[src/rtl/music_box_state_make_recording_if.sv]
// Record-stage bundle: controller/keyboard inputs in, recording-memory write port and status out.
interface music_box_state_make_recording_if #(
   parameter int NOTE_W = 5,
   parameter int DUR_W  = 13,
   parameter int ADDR_W = 8
);
   logic [4:0]              currentState;
   logic [NOTE_W-1:0]       noteIn;
   logic                    stopRecording;
   logic                    mem_wr_en;
   logic [ADDR_W-1:0]       mem_wr_addr;
   logic [NOTE_W+DUR_W-1:0] mem_wr_data;
   logic [ADDR_W:0]         recordingLength;
   logic                    stateComplete;
   logic [31:0]             debugString;

   // master: the record stage, which drives the memory write port
   modport master (
      input  currentState, noteIn, stopRecording,
      output mem_wr_en, mem_wr_addr, mem_wr_data, recordingLength, stateComplete, debugString
   );

   modport slave (
      output currentState, noteIn, stopRecording,
      input  mem_wr_en, mem_wr_addr, mem_wr_data, recordingLength, stateComplete, debugString
   );
endinterface

[src/rtl/music_box_state_make_recording.sv]
// MusicBox record stage: run-length encodes the sampled note bus into {note, duration} memory entries.
// Tick-to-write 1 cycle; last tick or stop to stateComplete within 3 cycles; no backpressure on the write port.
module music_box_state_make_recording #(
   parameter logic [4:0] STATE_ID  = 5'd2,
   parameter int         CLK_HZ    = 50_000_000,
   parameter int         TICK_HZ   = 1000,
   parameter int         MAX_TICKS = 5000,
   parameter int         NOTE_W    = 5,
   parameter int         DUR_W     = 13,
   parameter int         ADDR_W    = 8
) (
   input  logic clock_50Mhz,
   input  logic reset,
   music_box_state_make_recording_if.master rec
);
   localparam int PS_RAW = $clog2(CLK_HZ / TICK_HZ);
   localparam int PS_W   = (PS_RAW < 1) ? 1 : PS_RAW;
   localparam int TT_RAW = $clog2(MAX_TICKS + 1);
   localparam int TT_W   = (TT_RAW > 13) ? TT_RAW : 13;
   localparam int DEPTH  = 1 << ADDR_W;

   localparam logic [PS_W-1:0]   PS_TC    = PS_W'(CLK_HZ / TICK_HZ - 1);
   localparam logic [PS_W-1:0]   PS_ONE   = PS_W'(1);
   localparam logic [TT_W-1:0]   TT_LAST  = TT_W'(MAX_TICKS - 1);
   localparam logic [TT_W-1:0]   TT_ONE   = TT_W'(1);
   localparam logic [DUR_W-1:0]  DUR_MAX  = '1;
   localparam logic [DUR_W-1:0]  DUR_ONE  = DUR_W'(1);
   localparam logic [ADDR_W:0]   CNT_LAST = (ADDR_W + 1)'(DEPTH - 1);
   localparam logic [ADDR_W:0]   CNT_ONE  = (ADDR_W + 1)'(1);

   typedef enum logic [1:0] {
      S_IDLE   = 2'd0,
      S_RECORD = 2'd1,
      S_FLUSH  = 2'd2,
      S_DONE   = 2'd3
   } state_t;

   state_t                  r_fsm;
   logic [PS_W-1:0]         r_presc;
   logic [TT_W-1:0]         r_total;
   logic [ADDR_W:0]         r_count;
   logic [NOTE_W-1:0]       r_run_note;
   logic [DUR_W-1:0]        r_run_len;
   logic                    r_wr_en;
   logic [ADDR_W-1:0]       r_wr_addr;
   logic [NOTE_W+DUR_W-1:0] r_wr_data;
   logic [ADDR_W:0]         r_rec_len;
   logic                    r_complete;

   logic w_sel, w_tick, w_extend, w_emit, w_last, w_max;

   assign w_sel    = (rec.currentState == STATE_ID);
   assign w_tick   = (r_fsm == S_RECORD) && (r_presc == PS_TC);
   assign w_extend = (rec.noteIn == r_run_note) && (r_run_len != DUR_MAX);
   assign w_emit   = w_tick && (r_run_len != '0) && !w_extend;
   assign w_last   = (r_count == CNT_LAST);
   assign w_max    = w_tick && (r_total == TT_LAST);

   always_ff @(posedge clock_50Mhz) begin
      if (reset) begin
         r_fsm      <= S_IDLE;
         r_presc    <= '0;
         r_total    <= '0;
         r_count    <= '0;
         r_run_note <= '0;
         r_run_len  <= '0;
         r_wr_en    <= 1'b0;
         r_wr_addr  <= '0;
         r_wr_data  <= '0;
         r_rec_len  <= '0;
         r_complete <= 1'b0;
      end else begin
         r_wr_en <= 1'b0;
         case (r_fsm)
            S_IDLE: begin
               r_presc <= '0;
               if (w_sel) begin
                  r_fsm      <= S_RECORD;
                  r_total    <= '0;
                  r_count    <= '0;
                  r_run_len  <= '0;
                  r_rec_len  <= '0;
                  r_complete <= 1'b0;
               end
            end
            S_RECORD: begin
               if (!w_sel) begin
                  r_fsm     <= S_IDLE;
                  r_presc   <= '0;
                  r_rec_len <= '0;
               end else begin
                  r_presc <= w_tick ? '0 : r_presc + PS_ONE;
                  if (w_tick) begin
                     r_total <= r_total + TT_ONE;
                     if (r_run_len != '0 && w_extend) begin
                        r_run_len <= r_run_len + DUR_ONE;
                     end else begin
                        r_run_note <= rec.noteIn;
                        r_run_len  <= DUR_ONE;
                     end
                  end
                  if (w_emit) begin
                     r_wr_en   <= 1'b1;
                     r_wr_addr <= r_count[ADDR_W-1:0];
                     r_wr_data <= {r_run_note, r_run_len};
                     r_count   <= r_count + CNT_ONE;
                  end
                  // A write into the last slot ends the recording; the run begun this tick has nowhere to go.
                  if (w_emit && w_last) begin
                     r_fsm <= S_DONE;
                  end else if (rec.stopRecording || w_max) begin
                     r_fsm <= S_FLUSH;
                  end
               end
            end
            S_FLUSH: begin
               r_presc <= '0;
               if (!w_sel) begin
                  r_fsm     <= S_IDLE;
                  r_rec_len <= '0;
               end else begin
                  r_fsm <= S_DONE;
                  if (r_run_len != '0) begin
                     r_wr_en   <= 1'b1;
                     r_wr_addr <= r_count[ADDR_W-1:0];
                     r_wr_data <= {r_run_note, r_run_len};
                     r_count   <= r_count + CNT_ONE;
                     r_run_len <= '0;
                  end
               end
            end
            S_DONE: begin
               r_presc    <= '0;
               r_rec_len  <= r_count;
               r_complete <= w_sel;
               if (!w_sel) begin
                  r_fsm <= S_IDLE;
               end
            end
            default: r_fsm <= S_IDLE;
         endcase
      end
   end

   assign rec.mem_wr_en       = r_wr_en;
   assign rec.mem_wr_addr     = r_wr_addr;
   assign rec.mem_wr_data     = r_wr_data;
   assign rec.recordingLength = r_rec_len;
   assign rec.stateComplete   = r_complete;
   assign rec.debugString     = {14'b0, r_fsm, 3'b0, r_total[12:0]};
endmodule
[src/flat_wrapper.sv]
// flat-port wrapper written by rule: the top's interface ports become plain ports
module music_box_state_make_recording_flat 
#(
   parameter logic [4:0] STATE_ID  = 5'd2,
   parameter int         CLK_HZ    = 50_000_000,
   parameter int         TICK_HZ   = 1000,
   parameter int         MAX_TICKS = 5000,
   parameter int         NOTE_W    = 5,
   parameter int         DUR_W     = 13,
   parameter int         ADDR_W    = 8
)
  (clock_50Mhz, reset, rec_currentState, rec_noteIn, rec_stopRecording, rec_mem_wr_en, rec_mem_wr_addr, rec_mem_wr_data, rec_recordingLength, rec_stateComplete, rec_debugString);
  music_box_state_make_recording_if #(.NOTE_W(NOTE_W), .DUR_W(DUR_W), .ADDR_W(ADDR_W)) rec_i ();
  input  logic clock_50Mhz;
  input  logic reset;
  input wire logic [$bits(rec_i.currentState)-1:0] rec_currentState;
  input wire logic [$bits(rec_i.noteIn)-1:0] rec_noteIn;
  input wire logic [$bits(rec_i.stopRecording)-1:0] rec_stopRecording;
  output wire logic [$bits(rec_i.mem_wr_en)-1:0] rec_mem_wr_en;
  output wire logic [$bits(rec_i.mem_wr_addr)-1:0] rec_mem_wr_addr;
  output wire logic [$bits(rec_i.mem_wr_data)-1:0] rec_mem_wr_data;
  output wire logic [$bits(rec_i.recordingLength)-1:0] rec_recordingLength;
  output wire logic [$bits(rec_i.stateComplete)-1:0] rec_stateComplete;
  output wire logic [$bits(rec_i.debugString)-1:0] rec_debugString;
  assign rec_i.currentState = rec_currentState;
  assign rec_i.noteIn = rec_noteIn;
  assign rec_i.stopRecording = rec_stopRecording;
  assign rec_mem_wr_en = rec_i.mem_wr_en;
  assign rec_mem_wr_addr = rec_i.mem_wr_addr;
  assign rec_mem_wr_data = rec_i.mem_wr_data;
  assign rec_recordingLength = rec_i.recordingLength;
  assign rec_stateComplete = rec_i.stateComplete;
  assign rec_debugString = rec_i.debugString;
  music_box_state_make_recording #(.STATE_ID(STATE_ID), .CLK_HZ(CLK_HZ), .TICK_HZ(TICK_HZ), .MAX_TICKS(MAX_TICKS), .NOTE_W(NOTE_W), .DUR_W(DUR_W), .ADDR_W(ADDR_W)) u_core (.clock_50Mhz(clock_50Mhz), .reset(reset), .rec(rec_i));
endmodule
[config.mk]
export PLATFORM = sky130hd
export DESIGN_NAME = music_box_state_make_recording_flat
export DESIGN_NICKNAME = d
export VERILOG_FILES = /design/src/rtl/music_box_state_make_recording_if.sv /design/src/rtl/music_box_state_make_recording.sv /design/src/flat_wrapper.sv
export SDC_FILE = /design/constraint.sdc
export NUM_CORES = 1
export LEC_CHECK = 0
export CAP_MARGIN = 40
export CORE_MARGIN = 2
export CORE_UTILIZATION = 50
export DETAILED_ROUTE_END_ITERATION = 8
export PLACE_DENSITY = 0.86
export SLEW_MARGIN = 20
export SYNTH_ARGS = -nofsm -noshare
export SYNTH_HDL_FRONTEND = slang
export SYNTH_SLANG_ARGS = --single-unit
[constraint.sdc]
create_clock -name clock_50Mhz -period 2.94 [get_ports clock_50Mhz]
set_clock_uncertainty 0.15 [all_clocks]
set_input_delay 0.588 -clock clock_50Mhz [delete_from_list [all_inputs] [get_ports clock_50Mhz]]
set_output_delay 0.588 -clock clock_50Mhz [all_outputs]
set_load 0.03 [all_outputs]
# Word-level counts from Yosys, hierarchy flattened
# Cells that the tools add are included.
# word_totals
mem_bits_rw	0
out_inout_bits	69
inputBits	13
mem_count	0
rom_bits	0
word_cells	104
latchBits	0
regBits	95
# classes
order_cmp	0
shift	0
mux	45
eq_ne	18
addsub	4
mul	0
n_div	0
bitwise_logic	1
reduce_logical	25
# ops
operator	count
$mux W13	8
$mux W18	4
$mux W9	6
$pmux W9 S3	2
$pmux W13 S3	1
$pmux W18 S2	1
$mux W16	2
$mux W8	4
$pmux W16 S2	1
$add A13 B1 Y13 const B	2
$pmux W13 S2	1
$add A16 B1 Y16 const B	1
$eq A16 B16 Y1 const B	1
$pmux W8 S2	1
$eq A13 B13 Y1 const B	1
$ne A13 B13 Y1 const B	1
$reduce_bool A13 Y1	1
$mux W2	6
$ne A2 B1 Y1 const B	6
$reduce_and A6 Y1	2
$add A9 B1 Y9 const B	1
$eq A9 B8 Y1 const B	1
$pmux W2 S4	1
$reduce_and A4 Y1	2
other kinds (20)	36

# Logic depth before layout (Yosys ltp)
# Gate-level depths: netlist of the first run.
# logic_depth
depth_word	8
mapped_depth	10
depth_no_buf	10

# Worst setup path before layout of the first run
# No wires, ideal clock.
# synth_path
path_kind	in2reg
start	input port rec_currentState[0]
end	register u_core.r_run_len[11]
path_stages	7
n_path_buf	1
arrival_ps	2480
slack_ps	240
t_required_ps	2719
setup_time_ps	71
cell_sequence	or4b_1 or2_1 buf_2 o21ai_4 nand4_4 or4_1 a21oi_1
# synth_via
elab_chain_len	3
word_cells_on_any_way	5
classes_between	4 x eq/ne; 1 x reduce/logical
# synth_rtl
element	line	text
start: declaration	flat_wrapper.sv:16	input wire logic [$bits(rec_i.currentState)-1:0] rec_currentState;
$eq A5 B2 Y1 *	music_box_state_make_recording.sv:52	assign w_sel = (rec.currentState == STATE_ID);
$ne A2 B1 Y1 (no source line)	-	
$reduce_and A6 Y1 (no source line) *	-	
end signal: assignment	music_box_state_make_recording.sv:96	r_run_len <= r_run_len + DUR_ONE;
end: declaration	music_box_state_make_recording.sv:43	logic [DUR_W-1:0] r_run_len;
# Mark *: on every way between the ends. The rest lies on a longest branch, timed or not.
# A chain may end at the register's enable or synchronous reset.

# Worst setup path after layout of the first run
# layout_path
start	input port rec_currentState[0]
end	register u_core.r_wr_data[4], in the netlist u_core.rec.mem_wr_data[4]
# layout_via
elab_chain_len	3
word_cells_on_any_way	4
classes_between	3 x eq/ne; 1 x reduce/logical
# layout_rtl
element	line	text
$eq A5 B2 Y1 *	music_box_state_make_recording.sv:52	
$ne A2 B1 Y1 (no source line)	-	
$reduce_and A5 Y1 (no source line) *	-	
end signal: assignment	music_box_state_make_recording.sv:105	r_wr_data <= {r_run_note, r_run_len};
end signal: assignment	music_box_state_make_recording.sv:126	r_wr_data <= {r_run_note, r_run_len};
end: declaration	music_box_state_make_recording.sv:46	logic [NOTE_W+DUR_W-1:0] r_wr_data;
# Marked as above.

==> results.tsv, run 1 <==
stage	metric	value	unit
floorplan	die_h	101	um
place	buffer_ports.inserted	64	
global_route	antenna_found_initial	0	
sta	drv_slew	0	
place	place_congestion	0.903	
final_layout	fin_util	0.635	
worst_setup_path	critPathSlowestCell	or4b_1	
worst_setup_path	required	3080	ps
logic_synthesis	syn_area	0.00471	sq mm
place	place_hpwl	7940	um
worst_setup_path	crit_path_max_fanout	18	
logic_synthesis	ys.flop_type	dfxtp_1	
clocking	tritoncts	done	
clocking	cts_root_buffer	clkbuf_8	
clocking	clock_sinks	95	
clocking	cts_max_level	3	
place	dp_worst_setup_slack	-319	ps
floorplan	core.rowCount	35	
global_route	grt_pass1_wl	19000	um
sta	relSlewSlack	0.652	
pwr	power_frac_seq	0.526	
pwr	p_sw_frac	0.248	
global_route	overflow	0	
pwr	p_int	0.00184	W
sta	setup_viol	0	
worst_setup_path	critical_path.startpoint	rec_currentState[0]	
run	maxCapViolCount	0	
logic_synthesis	synth-seq-cells	95	
floorplan	core	0.00920	sq mm
pwr	combPwrFrac	0.089	
logic_synthesis	synth_top_area_cell	dfxtp_1	
logic_synthesis	synth.yosys.warnings	0	
floorplan	die_x	101	um
worst_setup_path	path_class	in -> reg	
clocking	clk_pin_slew	90	ps
logic_synthesis	netlist_instances	563	
final_layout	layout.nets	667	
sta	worstMarginPinSlew	520	ps
sta	fin_crit	2770	ps
logic_synthesis	synth.distinct_cells	61	
drt	dr.first_iter.drc_count	242	
drt	vias_per_cell	5.74	
logic_synthesis	asyncSetResetFlopFracSynth	0	
final_layout	seq_area	0.00190	sq mm
drt	wl_per_cell	14.6	um
clocking	clkLatencyLatePin	360	ps
logic_synthesis	synth_edf_count	0	
final_layout	stdcell_count	757	
worst_setup_path	critical_path.startpoint_type	input port	
sta	tns	0	ps
sta	hold_violations	0	
worst_setup_path	cp-end-kind	flop	
worst_setup_path	r2r-start	u_core.r_count[1]	
clocking	numCtsBuffers	9	
final_layout	drive_above_1_share	0.119	
sta	rsz0062_at_grt	no	
logic_synthesis	synth_area_leaders	dfxtp_1, a21oi_1, nand3_1	
drt	vias	4346	
status	status	finished clean	
final_layout	diodes	0	
drt	drtPass1Iterations	4	
sta	final_min_period_over_clock_period	0.943	
logic_synthesis	synth_top_area_share	0.404	
place	dp.cells	742	
pwr	clock_power_share	0.384	
clocking	clk_path_buf_depth	2	
worst_setup_path	worstPathArrival	2910	ps
worst_setup_path	cp_slowest_stage_delay	580	ps
sta	max_clock_freq	361	MHz
worst_hold_path	hold_start	u_core.rec.recordingLength[6]	
global_route	grt_usage	0.226	
pwr	power_switching	0.000609	W
logic_synthesis	syn_avg_cell_area	8.37	sq um
floorplan	ios	82	
global_route	grt_max_degree	30	
pwr	vdd_ir_drop_max	0.186	mV
final_layout	multi_input_area	0.00258	sq mm
global_route	grt_pass1_vias	4163	
drt	ant_nets	0	
floorplan	dieArea	0.0102	sq mm
pwr	p_per_area	420	mW/mm^2
pwr	p_leak	1.96	nW
final_layout	syn2layout_area_growth	23.9	%
drt	wirelength	11100	um
final_layout	n_fill_cell	738	
worst_setup_path	path_cells	clkdlybuf4s50_1 -> or4b_1 -> or2_4 -> nor2_2 -> o2111a_1 -> buf_4 -> o21ai_0 -> a21oi_1	
sta	final.setup.worst_slack	169	ps
logic_synthesis	seq_area_frac_synth	0.404	
worst_hold_path	hold_class	reg -> reg	
drt	drc_errors	0	
floorplan	initial_utilization	0.512	
==> synth_stat cells (3+ instances only) <==
library cell,count
ha_1,12
nand2_1,42
a31oi_1,6
or3_1,8
o211ai_1,5
xnor2_1,16
a21oi_1,64
buf_2,3
a211o_1,4
nor4_1,5
nand4_1,10
or2_2,3
mux2i_1,5
nor2_2,3
clkbuf_1,24
buf_4,17
o21ai_0,36
nand3_1,61
dfxtp_1,95
and3_1,15
nor3_1,8
o2111ai_1,3
xor2_1,16
inv_1,14
nor2_1,46
==> worst max-delay path: cells and delay by family <==
kind	cells	cell delay [ps]
simple gates	3	1130
buf+inv	2	620
compound gates	3	580
==> flip-flops by register name, summed over array words and instances (netlist names) <==
name,flops
u_core.r_count,9
u_core.r_fsm,2
u_core.r_presc,16
u_core.r_run_len,13
u_core.r_run_note,5
u_core.r_total,13
u_core.rec.mem_wr_addr,8
u_core.rec.mem_wr_data,18
u_core.rec.mem_wr_en,1
u_core.rec.recordingLength,9
u_core.rec.stateComplete,1
==> placed cells by master (no fill, tap or decap), types with 3 or more instances in the layout <==
master / n
or3_1: 8
nor4_1: 5
a31oi_1: 6
or2_2: 3
mux2i_1: 5
clkdlybuf4s50_1: 63
a21oi_1: 64
buf_12: 4
nor2_2: 3
buf_4: 31
dfxtp_1: 94
clkbuf_8: 9
nand4_1: 10
ha_1: 12
and3_1: 15
o21ai_0: 36
inv_1: 14
xnor2_1: 16
o211ai_1: 5
a211o_1: 4
nor2_1: 46
nand2_1: 42
o2111ai_1: 3
nand3_1: 61
conb_1: 17
nor3_1: 7
xor2_1: 16
==> cell type report <==
class                      count  area share
timing repair buffer          99       0.162
clock buffer                   9      0.0212
clock inverter                 6      0.0161
multi-input combinational    423       0.441
sequential                    95       0.326
tap                          111      0.0238
inverter                      14     0.00900
==> worst paths after layout <==
check,end,slack [ps],cells past startpoint
worst max register to register,u_core.r_fsm[0],260,11
worst min register to register,u_core.rec.recordingLength[6],310,2
worst max-delay path,u_core.rec.mem_wr_data[4],170,8
worst min-delay path,u_core.rec.recordingLength[6],310,2
==> power by group through the flow <==
stage	clock network [W]	logic [W]	registers [W]
CTS	0.000957	0.000217	0.00129
detailed placement	0	0.000216	0.00132
finish	0.000942	0.000219	0.00129
floorplan	0	0.000152	0.00133
global route	0.00101	0.000237	0.00129
global placement	0	0.000212	0.00132
==> stage by stage <==
step	hold slack [ps]	area [sq um]	total power, W
after global placement	291	5620	0.00153
final	313	5840	0.00245
after floorplan	280	4770	0.00148
after global routing	336	5840	0.00254
after detailed placement	300	5620	0.00154
after CTS	320	5830	0.00246
==> logic make-up after synthesis <==
logic type               count (synthesis)  synth area share
multiplexers                             5            0.0106
XOR/XNOR                                32            0.0595
adder cells (fa/ha/maj)                 12            0.0319
flip-flops                              95             0.404
other                                    1          0.000796
AND/OR/NAND/NOR                        219             0.245
buffers and inverters                   61            0.0635
AO/OA/AOI/OAI                          138             0.185
==> repair_timing <==
item                       in CTS  in global routing
hold buffers                    0                  0
setup endpoints to repair       0                 45
resized for setup               0                  3
buffers inserted                0                  0
==> routing by layer <==
| metal | track usage | vias up | part of all wire |
|---|---|---|---|
| met3 | 0.0402 | 25 | 0.043 |
| met5 | 0 | - | 0 |
| met1 | 0.287 | 2054 | 0.44 |
| met4 | 0.0728 | 0 | 0.019 |
| met2 | 0.390 | 127 | 0.50 |
| li1 | - | 2140 | - |
No activity file was read; power rests on OpenSTA's default activity.
==> inputs of run 2 (changes only) <==
--- a/config.mk
+++ b/config.mk
@@ -6,10 +6,13 @@
 export NUM_CORES = 1
 export LEC_CHECK = 0
 export CAP_MARGIN = 40
+export CELL_PAD_IN_SITES_DETAIL_PLACEMENT = 1
+export CELL_PAD_IN_SITES_GLOBAL_PLACEMENT = 1
+export CORE_ASPECT_RATIO = 0.8
 export CORE_MARGIN = 2
-export CORE_UTILIZATION = 50
+export CORE_UTILIZATION = 39
 export DETAILED_ROUTE_END_ITERATION = 8
-export PLACE_DENSITY = 0.86
+export PLACE_DENSITY = 0.89
 export SLEW_MARGIN = 20
 export SYNTH_ARGS = -nofsm -noshare
 export SYNTH_HDL_FRONTEND = slang
==> results.tsv, run 2 (synthesized netlist as in run 1, its figures left out) <==
stage	metric	value	unit
worst_setup_path	ff2ff_setup_slack	120	ps
sta	hold_violations	0	
worst_setup_path	critical_path.startpoint	rec_currentState[0]	
worst_setup_path	worstReg2RegEnd	u_core.r_fsm[1]	
worst_setup_path	endpoint	u_core.r_total[12]	
place	place_hpwl	10300	um
place	dp.cells	777	
worst_hold_path	hold_class	reg -> reg	
drt	vias	4519	
floorplan	die_h	102	um
place	place_congestion	0.828	
pwr	vdd_ir_drop_max	0.278	mV
clocking	numCtsBuffers	9	
final_layout	final_common_cell	dfxtp_1	
worst_hold_path	holdPathStages	2	
final_layout	fin_util	0.515	
worst_setup_path	cp-end-kind	flop	
drt	ant_nets	0	
worst_setup_path	path_class	in -> reg	
final_layout	final_area	0.00600	sq mm
floorplan	initial_utilization	0.404	
worst_setup_path	r2r-start	u_core.r_count[0]	
clocking	tritoncts	done	
pwr	p_leak	2.00	nW
sta	final.setup.worst_slack	112	ps
global_route	overflow	0	
sta	relSlewSlack	0.634	
final_layout	mostFrequentLayoutCells	dfxtp_1, a21oi_1, clkdlybuf4s50_1, nand3_1, nor2_1	
floorplan	core.rowCount	35	
floorplan	core	0.0116	sq mm
clocking	cts_root_buffer	clkbuf_16	
worst_setup_path	worstPathArrival	2920	ps
sta	drv_slew	0	
sta	setup_viol	0	
floorplan	die_x	127	um
sta	worstMarginPinSlew	549	ps
status	status	finished clean	
clocking	clock_sinks	95	
pwr	p_per_area	465	mW/mm^2
place	dp_worst_setup_slack	-402	ps
final_layout	layout.nets	665	
global_route	grt_pass1_vias	4855	
clocking	clk_path_buf_depth	2	
drt	vias_per_cell	5.70	
worst_setup_path	required	3030	ps
clocking	cts_max_level	3	
clocking	cts.hold.buffers_added	0	
worst_setup_path	crit_path_max_fanout	9	
drt	dr.first_iter.drc_count	261	
final_layout	diodes	0	
global_route	antenna_found_initial	0	
clocking	clk_pin_slew	70	ps
global_route	grt_usage	0.232	
final_layout	largest_register_ffs	18	
final_layout	syn2layout_area_growth	27.4	%
global_route	grt_max_degree	34	
worst_setup_path	reg2reg_depth	10	
sta	final_min_period_over_clock_period	0.962	
run	maxCapViolCount	0	
drt	drtPass1Iterations	5	
drt	wirelength	14700	um
pwr	total_power	0.00279	W
global_route	grt_pass1_wl	24100	um
floorplan	dieArea	0.0130	sq mm
final_layout	n_fill_cell	1377	
sta	fin_crit	2830	ps
worst_setup_path	critical_path.startpoint_type	input port	
drt	wl_per_cell	18.5	um
clocking	clkLatencyLatePin	350	ps
final_layout	drive_above_1_share	0.129	
sta	max_clock_freq	354	MHz
floorplan	ios	82	
place	buffer_ports.inserted	64	
place	dpl_cell_area	0.00565	sq mm
drt	drc_errors	0	
final_layout	stdcell_count	793	
## run 2: changes by cell type in the layout (fill, tap and decap cells not counted), sizes merged
cell,delta
clkinv,+3
buf,-2
inv,-2
clkbuf,+1
clkinvlp,-1
## run 2: final cells by class
type,instances,area [sq um],share of cell area
sequential,95,1900,0.317
multi-input combinational,423,2610,0.434
timing repair buffer,97,933,0.155
inverter,14,52.6,0.00875
clock buffer,10,239,0.0398
clock inverter,6,83.8,0.0140
tap,148,185,0.0308
## run 2: repair_timing
item / 4_1_cts / 5_1_grt
setup buffers: 0 / 0
endpoints found under the hold margin: 0 / 0
endpoints found under the setup margin: 40 / 33
gates resized for setup: 2 / 9
## run 2: through the flow
step / TNS [ps] / hold WS (ps)
finish: 0 / 310
global route: -28.6 / 347
CTS: 0 / 316
detailed placement: -24670 / 303
global placement: -13740 / 290
floorplan: 0 / 280
## run 2: worst min-delay path by stage
stage	startpoint	to	slack [ps]
4_1_cts	u_core.rec.recordingLength[0]	u_core.rec.recordingLength[0]	320
3_5_place_dp	u_core.rec.recordingLength[4]	u_core.rec.recordingLength[4]	300
3_3_place_gp	u_core.r_presc[0]	u_core.r_presc[0]	290
2_1_floorplan	u_core.r_presc[0]	u_core.r_presc[0]	280
5_1_grt	u_core.rec.recordingLength[5]	u_core.rec.recordingLength[5]	350
6_report	u_core.rec.recordingLength[4]	u_core.rec.recordingLength[4]	310
## run 2: layer usage
layer  part of all wire  wire length [um]  global-route usage  up-vias
li1                   -                 -                   -     2137
met1               0.42              6210               0.267     2244
met2               0.51              7560               0.426      105
met3              0.037               542              0.0524       33
met4              0.026               378              0.0921        0
met5                  0                 0                   0        -
## run 2: critical path: stages
cell and delay [ps]:
clkdlybuf4s50_1 400, or4b_4 570, or2_4 330, buf_4 190, a21o_4 220, nor3_1 370, xnor2_1 200, nor2_2 50
## run 2: report_power, final
group,total (W),internal (W),switching [W],leakage (nW)
Clock,0.00128,0.000766,0.000514,0.162
Combinational,0.000220,0.0000670,0.000153,1.08
Sequential,0.00129,0.00129,0.00000514,0.766
Total,0.00279,0.00212,0.000672,2.00
==> inputs of run 3 (changes only) <==
--- a/config.mk
+++ b/config.mk
@@ -12,7 +12,7 @@
 export CORE_MARGIN = 2
 export CORE_UTILIZATION = 39
 export DETAILED_ROUTE_END_ITERATION = 8
-export PLACE_DENSITY = 0.89
+export PLACE_DENSITY = 0.88
 export SLEW_MARGIN = 20
 export SYNTH_ARGS = -nofsm -noshare
 export SYNTH_HDL_FRONTEND = slang
==> results.tsv, run 3 (synthesized netlist as in run 1, its figures left out) <==
stage	metric	value	unit
worst_hold_path	hold_class	reg -> reg	
drt	dr.first_iter.drc_count	290	
drt	ant_nets	0	
status	status	finished clean	
place	dp_worst_setup_slack	-411	ps
final_layout	syn2layout_area_growth	27.8	%
clocking	cts.hold.buffers_added	0	
clocking	cts_max_level	3	
sta	timing.hold.ws	315	ps
final_layout	diodes	0	
worst_setup_path	path_class	in -> reg	
final_layout	seq_area	0.00190	sq mm
worst_setup_path	ff2ff_setup_slack	170	ps
final_layout	n_fill_cell	1384	
drt	vias_per_cell	5.68	
clocking	numCtsBuffers	9	
clocking	clk_pin_slew	60	ps
final_layout	layout.nets	670	
pwr	p_leak	2.01	nW
worst_setup_path	critical_path.startpoint	rec_currentState[0]	
global_route	antenna_found_initial	0	
global_route	overflow	0	
worst_setup_path	reg2reg_depth	10	
sta	drv_slew	0	
sta	final_min_period_over_clock_period	0.970	
floorplan	dieArea	0.0130	sq mm
final_layout	drive_above_1_share	0.126	
sta	tns	0	ps
place	buffer_ports.inserted	64	
worst_setup_path	required	3070	ps
global_route	grt_pass1_vias	4760	
floorplan	core	0.0116	sq mm
worst_setup_path	worstReg2RegEnd	u_core.r_fsm[1]	
worst_setup_path	endpoint	u_core.r_run_len[0]	
drt	drtPass1Iterations	4	
worst_setup_path	critical_path.startpoint_type	input port	
sta	rsz0062_at_grt	no	
sta	final.setup.worst_slack	87.8	ps
worst_setup_path	cp-end-kind	flop	
floorplan	core.rowCount	35	
sta	hold_violations	0	
worst_setup_path	crit_path_max_fanout	9	
final_layout	mostFrequentLayoutCells	dfxtp_1, a21oi_1, clkdlybuf4s50_1, nand3_1, nor2_1	
floorplan	initial_utilization	0.404	
drt	wl_per_cell	18.1	um
sta	fin_crit	2850	ps
final_layout	multi_input_area	0.00260	sq mm
clocking	clk_path_buf_depth	2	
drt	wirelength	14400	um
floorplan	ios	82	
worst_setup_path	r2r-start	u_core.r_count[0]	
sta	setup_viol	0	
clocking	clock_sinks	95	
global_route	grt_max_degree	31	
worst_setup_path	worstPathArrival	2980	ps
clocking	cts_root_buffer	clkbuf_16	
sta	worstMarginPinSlew	561	ps
place	place_hpwl	9990	um
floorplan	die_h	102	um
floorplan	die_x	127	um
drt	vias	4524	
clocking	tritoncts	done	
final_layout	largest_register_ffs	18	
place	place_congestion	0.888	
drt	drc_errors	0	
pwr	vdd_ir_drop_max	0.263	mV
sta	relSlewSlack	0.623	
final_layout	fin_util	0.517	
sta	max_clock_freq	351	MHz
global_route	grt_pass1_wl	23400	um
global_route	grt_usage	0.225	
pwr	p_per_area	474	mW/mm^2
clocking	clkLatencyLatePin	360	ps
final_layout	final_common_cell	dfxtp_1	
run	maxCapViolCount	0	
## run 3: worst max-delay path, cell delays in order
cell	delay, ps
clkdlybuf4s50_1	390
or4b_1	610
or2_4	340
a21oi_4	230
buf_4	150
buf_4	100
nand3_1	120
a211o_1	300
a21oi_1	140
## run 3: metal layers
layer,track usage,vias to the layer above,wire [um]
li1,-,2144,-
met1,0.267,2246,6310
met2,0.409,109,7340
met3,0.0492,25,534
met4,0.0761,0,236
met5,0,-,0
## run 3: layout make-up
type / instances / area share
multi-input combinational: 423 / 0.432
sequential: 95 / 0.316
timing repair buffer: 102 / 0.157
clock buffer: 9 / 0.0374
tap: 148 / 0.0308
clock inverter: 6 / 0.0183
inverter: 14 / 0.00873
## run 3: how the worst min path moves through the flow
stage / startpoint / depth (start not counted) / slack [ps] / end
final: u_core.rec.recordingLength[3] / 2 / 320 / u_core.rec.recordingLength[3]
after floorplan: u_core.r_presc[0] / 1 / 280 / u_core.r_presc[0]
after detailed placement: u_core.rec.recordingLength[3] / 2 / 300 / u_core.rec.recordingLength[3]
after global routing: u_core.rec.recordingLength[3] / 2 / 330 / u_core.rec.recordingLength[3]
after CTS: u_core.rec.recordingLength[3] / 2 / 320 / u_core.rec.recordingLength[3]
after global placement: u_core.r_presc[0] / 1 / 290 / u_core.r_presc[0]
## run 3: where the power goes
part           internal (W)  leakage, nW  total (W)  switching (W)
clock              0.000825        0.158    0.00134       0.000512
combinational     0.0000677         1.09   0.000223       0.000155
sequential          0.00129        0.765    0.00129     0.00000480
total               0.00218         2.01    0.00285       0.000672
## run 3: through the flow
step / power, W / cells / area, sq um
2_1_floorplan: 0.00148 / 579 / 4770
3_3_place_gp: 0.00153 / 780 / 5650
3_5_place_dp: 0.00153 / 780 / 5650
4_1_cts: 0.00286 / 795 / 5990
5_1_grt: 0.00294 / 797 / 6020
6_report: 0.00285 / 797 / 6020
## run 3: timing repair
action / in CTS / in global routing
buffers inserted: 0 / 2
gates resized for setup: 2 / 4
pin swaps: 0 / 2
endpoints found under the setup margin: 27 / 22
